[src/rtl/game_rotate_ctrl.sv]
// rtl/game_rotate_ctrl.sv - whole-board rotation sequencer for the game engine
module game_rotate_ctrl #(
  parameter int AUTO_PERIOD  = 6000,
  parameter int HOLD_TIMEOUT = 255,
  parameter int SETTLE       = 2,
  parameter int COOLDOWN     = 16
) (
  input  logic       clk,
  input  logic       reset,
  input  logic       rot_cw_req,
  input  logic       rot_ccw_req,
  input  logic       auto_en,
  input  logic       game_idle,
  input  logic       collide,
  output logic       hold,
  output logic       sel_cw,
  output logic       sel_ccw,
  output logic       commit,
  output logic       reject,
  output logic       busy,
  output logic [1:0] orientation,
  output logic       dims_swapped
);

  // Counter widths; every counter is at least one bit wide even for degenerate parameters
  localparam int AUTO_W = (AUTO_PERIOD > 1) ? $clog2(AUTO_PERIOD) : 1;
  localparam int WAIT_W = (HOLD_TIMEOUT > 0) ? $clog2(HOLD_TIMEOUT + 1) : 1;
  localparam int SETL_W = (SETTLE > 0) ? $clog2(SETTLE + 1) : 1;
  localparam int COOL_W = (COOLDOWN > 0) ? $clog2(COOLDOWN + 1) : 1;

  localparam logic [AUTO_W-1:0] AUTO_LAST = AUTO_W'(AUTO_PERIOD - 1);
  localparam logic [WAIT_W-1:0] WAIT_LAST = WAIT_W'(HOLD_TIMEOUT - 1);
  localparam logic [SETL_W-1:0] SETL_LAST = SETL_W'(SETTLE - 1);
  localparam logic [COOL_W-1:0] COOL_LOAD = COOL_W'(COOLDOWN);

  typedef enum logic [2:0] {
    ST_IDLE   = 3'd0,
    ST_HOLD   = 3'd1,
    ST_CHECK  = 3'd2,
    ST_COMMIT = 3'd3,
    ST_REJECT = 3'd4,
    ST_COOL   = 3'd5
  } state_t;

  state_t            state;
  state_t            state_nxt;
  logic [AUTO_W-1:0] auto_cnt;
  logic [WAIT_W-1:0] wait_cnt;
  logic [SETL_W-1:0] settle_cnt;
  logic [COOL_W-1:0] cool_cnt;
  logic              dir_ccw;

  logic ext_any;
  logic ext_cw;
  logic ext_ccw;
  logic auto_fire;
  logic accept;

  // A simultaneous CW+CCW press is a cancel; a lone press always beats the auto pulse
  assign ext_any   = rot_cw_req | rot_ccw_req;
  assign ext_cw    = rot_cw_req & ~rot_ccw_req;
  assign ext_ccw   = rot_ccw_req & ~rot_cw_req;
  assign auto_fire = (state == ST_IDLE) && auto_en && (auto_cnt == AUTO_LAST);
  assign accept    = (state == ST_IDLE) && (cool_cnt == '0) &&
                     (ext_cw || ext_ccw || (auto_fire && !ext_any));

  // State register
  always_ff @(posedge clk or posedge reset) begin
    if (reset) begin
      state <= ST_IDLE;
    end else begin
      state <= state_nxt;
    end
  end

  // Next-state decode
  always_comb begin
    state_nxt = state;
    case (state)
      ST_IDLE: begin
        if (accept) state_nxt = ST_HOLD;
      end
      ST_HOLD: begin
        if (game_idle)                  state_nxt = ST_CHECK;
        else if (wait_cnt == WAIT_LAST) state_nxt = ST_REJECT;
      end
      ST_CHECK: begin
        if (!game_idle)                   state_nxt = ST_HOLD;
        else if (settle_cnt == SETL_LAST) state_nxt = collide ? ST_REJECT : ST_COMMIT;
      end
      ST_COMMIT: state_nxt = ST_COOL;
      ST_REJECT: state_nxt = ST_COOL;
      ST_COOL: begin
        if (cool_cnt == '0) state_nxt = ST_IDLE;
      end
      default: state_nxt = ST_IDLE;
    endcase
  end

  // Moore outputs, so an asynchronous reset clears them without waiting for a clock
  always_comb begin
    hold    = 1'b0;
    sel_cw  = 1'b0;
    sel_ccw = 1'b0;
    commit  = 1'b0;
    reject  = 1'b0;
    busy    = 1'b1;
    case (state)
      ST_IDLE: busy = 1'b0;
      ST_HOLD: hold = 1'b1;
      ST_CHECK: begin
        hold    = 1'b1;
        sel_cw  = ~dir_ccw;
        sel_ccw = dir_ccw;
      end
      ST_COMMIT: begin
        hold    = 1'b1;
        sel_cw  = ~dir_ccw;
        sel_ccw = dir_ccw;
        commit  = 1'b1;
      end
      ST_REJECT: begin
        hold   = 1'b1;
        reject = 1'b1;
      end
      ST_COOL: busy = 1'b1;
      default: busy = 1'b0;
    endcase
  end

  // Latch the direction of the accepted request for the whole rotation
  always_ff @(posedge clk or posedge reset) begin
    if (reset) begin
      dir_ccw <= 1'b0;
    end else if (accept) begin
      dir_ccw <= ext_ccw;
    end
  end

  // Auto-rotate timer: runs only while idle, restarts after every commit
  always_ff @(posedge clk or posedge reset) begin
    if (reset) begin
      auto_cnt <= '0;
    end else if (!auto_en || state == ST_COMMIT) begin
      auto_cnt <= '0;
    end else if (state == ST_IDLE) begin
      auto_cnt <= (auto_cnt == AUTO_LAST) ? '0 : auto_cnt + AUTO_W'(1);
    end
  end

  // Wait-for-idle timeout; survives CHECK->HOLD bounces so a flickering engine still times out
  always_ff @(posedge clk or posedge reset) begin
    if (reset) begin
      wait_cnt <= '0;
    end else if (state == ST_IDLE) begin
      wait_cnt <= '0;
    end else if (state == ST_HOLD && !game_idle) begin
      wait_cnt <= wait_cnt + WAIT_W'(1);
    end
  end

  // Settle window: counts CHECK cycles, restarts on every entry into CHECK
  always_ff @(posedge clk or posedge reset) begin
    if (reset) begin
      settle_cnt <= '0;
    end else if (state == ST_CHECK) begin
      settle_cnt <= settle_cnt + SETL_W'(1);
    end else begin
      settle_cnt <= '0;
    end
  end

  // Cooldown: loaded on the commit/reject strobe, drained in COOL
  always_ff @(posedge clk or posedge reset) begin
    if (reset) begin
      cool_cnt <= '0;
    end else if (state == ST_COMMIT || state == ST_REJECT) begin
      cool_cnt <= COOL_LOAD;
    end else if (state == ST_COOL && cool_cnt != '0) begin
      cool_cnt <= cool_cnt - COOL_W'(1);
    end
  end

  // Committed quarter-turns, wrapping naturally in two bits
  always_ff @(posedge clk or posedge reset) begin
    if (reset) begin
      orientation <= 2'd0;
    end else if (state == ST_COMMIT) begin
      orientation <= dir_ccw ? orientation - 2'd1 : orientation + 2'd1;
    end
  end

  assign dims_swapped = orientation[0];

endmodule

[config.mk]
export PLATFORM = sky130hd
export DESIGN_NAME = game_rotate_ctrl
export DESIGN_NICKNAME = d
export VERILOG_FILES = /design/src/rtl/game_rotate_ctrl.sv
export SDC_FILE = /design/constraint.sdc
export NUM_CORES = 1
export LEC_CHECK = 0
export BUFFER_PORTS_ARGS = -buffer_cell sky130_fd_sc_hd__buf_2
export CAP_MARGIN = 20
export CORE_MARGIN = 2
export CORE_UTILIZATION = 64
export CTS_CLUSTER_DIAMETER = 40
export DETAILED_ROUTE_END_ITERATION = 8
export GPL_TIMING_DRIVEN = 0
export PLACE_DENSITY_LB_ADDON = 0.2
export SLEW_MARGIN = 10
export SYNTH_ARGS = -nofsm -noshare
export SYNTH_HDL_FRONTEND = slang
export SYNTH_SLANG_ARGS = --single-unit
export TNS_END_PERCENT = 30
[constraint.sdc]
create_clock -name clk -period 5.05 [get_ports clk]
set_clock_uncertainty 0.2 [all_clocks]
set_input_delay 0.505 -clock clk [delete_from_list [all_inputs] [get_ports clk]]
set_output_delay 0.505 -clock clk [all_outputs]
set_load 0.05 [all_outputs]
==> results of run 1 <==
-- path summary, 6_finish.rpt --
path,from,endpoint,slack [ns]
max in group asynchronous,reset,cool_cnt[0]$_DFFE_PP0P_,4.15
min in group clk,settle_cnt[0]$_DFF_PP0_,settle_cnt[0]$_DFF_PP0_,0.25
min reg2reg,settle_cnt[0]$_DFF_PP0_,settle_cnt[0]$_DFF_PP0_,0.25
min,reset,auto_cnt[2]$_DFFE_PP0P_,0.05
max,state[2]$_DFFE_PP0P_,reject,2.47
max reg2reg,cool_cnt[0]$_DFFE_PP0P_,state[1]$_DFFE_PP0P_,2.76
-- power by group through the flow --
stage / clock, mW / combinational (mW) / sequential (mW)
2_1_floorplan: 0 / 0.403 / 0.398
3_3_place_gp: 0 / 0.522 / 0.377
3_5_place_dp: 0 / 0.540 / 0.381
4_1_cts: 0.203 / 0.547 / 0.377
5_1_grt: 0.215 / 0.599 / 0.385
6_report: 0.198 / 0.552 / 0.378
-- routing by layer --
layer,GRT usage,up-vias,share of wire
met5,0,-,0
met4,0.1492,0,0.023
met3,0.04762,12,0.044
met2,0.4752,54,0.51
met1,0.3292,817,0.42
li1,-,829,-
-- worst max-delay path: cells and delay by family (launching register included) --
kind	cells	cell delay, ns
buffers and inverters	4	1.01
DFF	1	0.34
and+or+nand+nor	1	0.19
-- cells in the mapped netlist, drive strengths merged (4+ instances only) --
| cell type | instances |
|---|---|
| nand3 | 15 |
| o41ai | 4 |
| or4b | 4 |
| a21oi | 11 |
| nand4 | 5 |
| o21ai | 6 |
| buf | 5 |
| xor2 | 10 |
| clkbuf | 4 |
| inv | 17 |
| and2 | 4 |
| dfrtp | 34 |
| nor3 | 6 |
| nor2 | 19 |
| xnor2 | 4 |
| ha | 8 |
| a31oi | 4 |
| nand2 | 13 |
-- sequential cells by signal, summed over array words and instances (netlist names) --
register     count
auto_cnt        13
wait_cnt         8
cool_cnt         5
state            3
orientation      2
settle_cnt       2
dir_ccw          1
-- kinds of logic after synthesis --
family,Yosys count,share of synthesized area
and+or+nand+nor,90,0.2550
muxes,2,0.01055
AOI/OAI and AO/OA,43,0.1458
xor gates and xnor gates,14,0.06079
DFF,34,0.4218
adders and majority gates,8,0.04963
buffers and inverters,26,0.05645
-- layout make-up --
| type | count | area (µm²) |
|---|---|---|
| multi-input combinational | 157 | 1052 |
| timing repair buffer | 15 | 75.07 |
| clock inverter | 3 | 40.04 |
| sequential | 34 | 850.8 |
| fill | 224 | 803.3 |
| clock buffer | 5 | 37.54 |
| tap | 44 | 55.05 |
| inverter | 17 | 63.81 |
| buffer | 9 | 50.05 |
-- through the flow --
stage	instances	power, mW	instance area (µm²)	utilization
2_1_floorplan	217	0.8006	2017	-
3_3_place_gp	276	0.8996	2147	0.7091
3_5_place_dp	276	0.9211	2147	0.7091
4_1_cts	284	1.127	2225	0.7347
5_1_grt	284	1.199	2225	0.7347
6_report	284	1.128	2225	0.7347
-- cells in the final DEF (no fill, tap or decap), drive strengths merged, types with 8 or more instances in the layout --
cell type and n:
dfrtp 34, xor2 10, clkbuf 9, a21oi 11, nand3 15, nand2 13
nor2 19, buf 20, inv 17, ha 8
==> results by group, run 1 <==
Synth
  – Post-synthesis sequential area ratio: 0.4218
  – Synthesized area per cell: 9.295 µm²
  – Async set or reset register ratio after synthesis: 1.000
  – Most common flop cell mapped by yosys: dfrtp_1
  – Post-synth EDFFs: 0
  – Largest area contributor in the netlist: dfrtp_1
  – Post-synth net total: 232
  – Synthesized area: 2017 µm²
  – Synthesized instance count: 217
  – Synth top area share: 0.4218
  – Seq cells post-synth: 34
  – Synth cell types: 52
  – Top post-synthesis cells by area: dfrtp_1, ha_1, xor2_1
  – Number of warnings issued by yosys: 0

Critical path
  – WP data arrival: 1.88 ns
  – Setup crit end kind: output port
  – R2R depth: 7
  – Critical path class: reg -> out
  – Critical Path Fanout Max: 10
  – Max stage delay on crit path: 0.40 ns
  – Slowest cell on the critical path: clkbuf_1
  – Cells along the critical path: clkbuf_1 -> clkbuf_1 -> nand2_1 -> inv_1 -> buf_2
  – CP Data Required Time: 4.35 ns
  – Startpoint types: flop
  – Crit-path most repeated cell: clkbuf_1

Routing
  – Initial drt markers: 143
  – DR pass1 iterations: 4
  – Vias: 1712
  – Routed WL: 4.400 mm
  – WL per Instance: 15.49 µm
  – Routed vias/inst: 6.028
  – DRC violations left: 0
  – Post-route ant nets: 0

Clock network
  – Sink Count: 34
  – TritonCTS clock tree: done
  – Latest clock arrival within the worst-skew pair: 0.35 ns
  – CTS clk-pin slew, worst paths: 0.11 ns
  – CTS Buf Count: 5
  – Post_cts resized: 0
  – Root buf cell: clkbuf_4
  – Cts hold-fix bufs: 0
  – Clock buffer depth: 2
  – H-Tree Depth: 2
  – Post-CTS setup buffer count: 0

Final layout
  – Ant. Diodes: 0
  – Nets: 254
  – Area growth syn-to-layout: 10.30%
  – Share of layout cells above drive strength 1: 0.1542

Timing
  – Final Cycle Share: 0.5110
  – Headroom to the max-slew limit: 0.5335
  – Worst hold slack: 0.04835 ns
  – Setup TNS: 0 ns
  – Pins Over Slew Limit: 0
  – RSZ-0062 raised after global routing: no
  – Final min period: 2.581 ns
  – Finish-stage setup viols: 0
  – Worst Tran Pin Value: 0.6987 ns
  – F_max: 0.3875 GHz
  – Worst setup margin: 2.469 ns
  – Final hold viol count: 0

Floorplanning
  – Cell row count: 20
  – Core area: 3028 µm²
  – Starting density of the core: 0.6661
  – Die width: 60.14 µm
  – I/O pin total: 16
  – Die Height: 60.14 µm
  – Die area: 3616 µm²

Worst hold path
  – Worst hold path class: in -> async

GRT
  – Number of global-route vias before repair: 1647
  – Congestion Overflow GR: 0
  – First-pass GRT wire length: 7.314 mm
  – Initial antenna violation count: 0
  – Largest net degree at the start of global routing: 35
  – Total GRT Usage: 0.2778

Place
  – Place WS: 2.804 ns
  – Detail Placement HPWL: 3.099 mm
  – Number of port buffers: 15
  – GPL Wtd Cong: 0.9234

Power
  – Int Power: 603.7 µW
  – VDD IR max: 0.0004495 V
  – Pwr Density: 507.1 nW/µm²
  – Gate power share: 0.489
  – Sequential power share: 0.335
  – Cell leakage power: 1.040 nW
  – Clk pwr share: 0.175
  – Psw: 524.4 µW
  – Sw Ratio: 0.4649

Outcome
  – Status: complete, no violations

Run
  – MaxCap Viol Count: 0
(Power assumes the default switching activity.)
==> run 2, diff against run 1 <==
- CORE_UTILIZATION: 64 -> 59
- clock period: 5.05 -> 2.5 ns (I/O delays scaled with it)
==> run 2 against run 1 <==
Setup slack worse by 2.3 ns. Clock-buffer cell count stayed put. Design area is 0.96% higher. Register-to-register slack worse by 2.6 ns. Sequential share of layout area is 0.36 points lower. Sequential power is 100% higher. Via count is 2.9% lower. Global-route usage is 5.1 points lower. First-iteration DRC count is 33% lower. Wire length is 8.4% lower. Worst hold slack worse by 0.0096 ns. Largest cell class unchanged. Largest power group unchanged.
==> results by group, run 2 (synthesis results as in run 1) <==
Floorplanning
  – Cell row count: 21
  – Die width: 62.47 µm
  – Die area: 3903 µm²
  – Die Height: 62.47 µm
  – Core area: 3311 µm²
  – Starting density of the core: 0.6092
  – I/O pin total: 16

Clock network
  – Sink Count: 34
  – H-Tree Depth: 2
  – TritonCTS clock tree: done
  – Latest clock arrival within the worst-skew pair: 0.36 ns
  – CTS clk-pin slew, worst paths: 0.11 ns
  – CTS Buf Count: 5
  – Clock buffer depth: 2
  – Root buf cell: clkbuf_4

Final layout
  – Ant. Diodes: 0
  – Nets: 255
  – Largest regs: auto_cnt (13), wait_cnt (8), cool_cnt (5)
  – Area growth syn-to-layout: 11.35%
  – Most common cell after layout, fill and taps aside: dfrtp_1
  – Max FFs per register: 13
  – Most frequent cells in the layout: dfrtp_1, nor2_1, buf_2, inv_1, nand3_1
  – Share of layout cells above drive strength 1: 0.1577
  – Reg with most FFs: auto_cnt

Power
  – VDD IR max: 0.001221 V
  – Cell leakage power: 1.038 nW
  – Pwr Density: 1013 nW/µm²

Routing
  – Initial drt markers: 96
  – Post-route ant nets: 0
  – DR pass1 iterations: 4
  – WL per Instance: 14.04 µm
  – Routed WL: 4.029 mm
  – Routed vias/inst: 5.794
  – Vias: 1663
  – DRC violations left: 0

Timing
  – F_max: 0.4283 GHz
  – Worst Tran Pin Value: 0.6847 ns
  – Final min period: 2.335 ns
  – Finish-stage setup viols: 0
  – RSZ-0062 raised after global routing: no
  – Final Cycle Share: 0.9340
  – Setup TNS: 0 ns
  – Final hold viol count: 0
  – Worst setup margin: 0.1650 ns
  – Pins Over Slew Limit: 0
  – Headroom to the max-slew limit: 0.5429

Critical path
  – Critical Path Fanout Max: 10
  – CP Data Required Time: 2.05 ns
  – Setup crit end kind: output port
  – Critical path class: reg -> out
  – WP data arrival: 1.89 ns
  – Startpoint types: flop

Run
  – MaxCap Viol Count: 0

GRT
  – Number of global-route vias before repair: 1523
  – Congestion Overflow GR: 0
  – First-pass GRT wire length: 6.913 mm
  – Largest net degree at the start of global routing: 35
  – Total GRT Usage: 0.2273
  – Initial antenna violation count: 0

Outcome
  – Status: complete, no violations

Place
  – Detail Placement HPWL: 2.898 mm
  – GPL Wtd Cong: 0.8365
  – Place WS: 0.2413 ns
  – Number of port buffers: 15

Worst hold path
  – Worst hold path class: in -> reg
==> run 2: cell types whose count changed in the layout (fill, tap and decap cells not counted) <==
| cell | change |
|---|---|
| clkinv_2 | -2 |
| clkinvlp_4 | +2 |
| o21ai_2 | +1 |
| o21ai_1 | -1 |
| dlygate4sd3_1 | +1 |
==> run 2: stage by stage <==
stage / utilization / hold WS (ns) / cells / power, mW / cell area [µm²]
floorplan: - / 0.1916 / 217 / 1.617 / 2017
global placement: 0.6493 / 0.2334 / 278 / 1.836 / 2150
detailed placement: 0.6493 / 0.2052 / 278 / 1.856 / 2150
CTS: 0.6772 / 0.02623 / 287 / 2.274 / 2242
global route: 0.6784 / 0.03218 / 287 / 2.433 / 2246
finish: 0.6784 / 0.03876 / 287 / 2.275 / 2246
==> run 2: worst max-delay path, cell delays in order (launching register included) <==
cell,delay [ns]
dfrtp_1,0.41
buf_2,0.19
nor3_2,0.59
a21oi_1,0.09
buf_2,0.25
==> run 2: final timing paths <==
path,start,to,slack (ns),depth (start not counted)
setup reg to reg,auto_cnt[0]$_DFFE_PP0P_,auto_cnt[5]$_DFFE_PP0P_,0.21,6
hold / removal,game_idle,state[1]$_DFFE_PP0P_,0.04,3
max in group asynchronous,reset,auto_cnt[12]$_DFFE_PP0P_,1.32,3
hold reg to reg,settle_cnt[0]$_DFF_PP0_,settle_cnt[0]$_DFF_PP0_,0.25,1
min in group asynchronous,reset,auto_cnt[0]$_DFFE_PP0P_,0.33,3
setup / recovery,state[1]$_DFFE_PP0P_,busy,0.16,4
==> run 2: cell type report <==
| cell class | instances | area [µm²] |
|---|---|---|
| buffer | 9 | 50.05 |
| multi-input combinational | 157 | 1056 |
| inverter | 17 | 63.81 |
| tap | 46 | 57.56 |
| sequential | 34 | 850.8 |
| timing repair buffer | 16 | 85.08 |
| fill | 282 | 1065 |
| clock inverter | 3 | 45.04 |
| clock buffer | 5 | 37.54 |
==> run 2: timing repair <==
| item | in CTS | in global routing |
|---|---|---|
| hold endpoints to repair | 34 | 0 |
| endpoints found under the setup margin | 0 | 3 |
| hold buffers | 1 | 0 |
| buffers inserted | 0 | 0 |
| resized for setup | 0 | 1 |
==> run 2: per-layer routing <==
layer	vias to the layer above	global-route usage	part of all wire
li1	833	-	-
met1	786	0.3096	0.51
met2	39	0.3495	0.44
met3	5	0.06486	0.041
met4	0	0.07778	0.016
met5	-	0	0
==> run 2: power breakdown <==
part	switching, mW	internal [mW]	total (mW)
sequential	0.102	0.660	0.763
combinational	0.743	0.352	1.09
clock	0.208	0.210	0.418
total	1.05	1.22	2.27
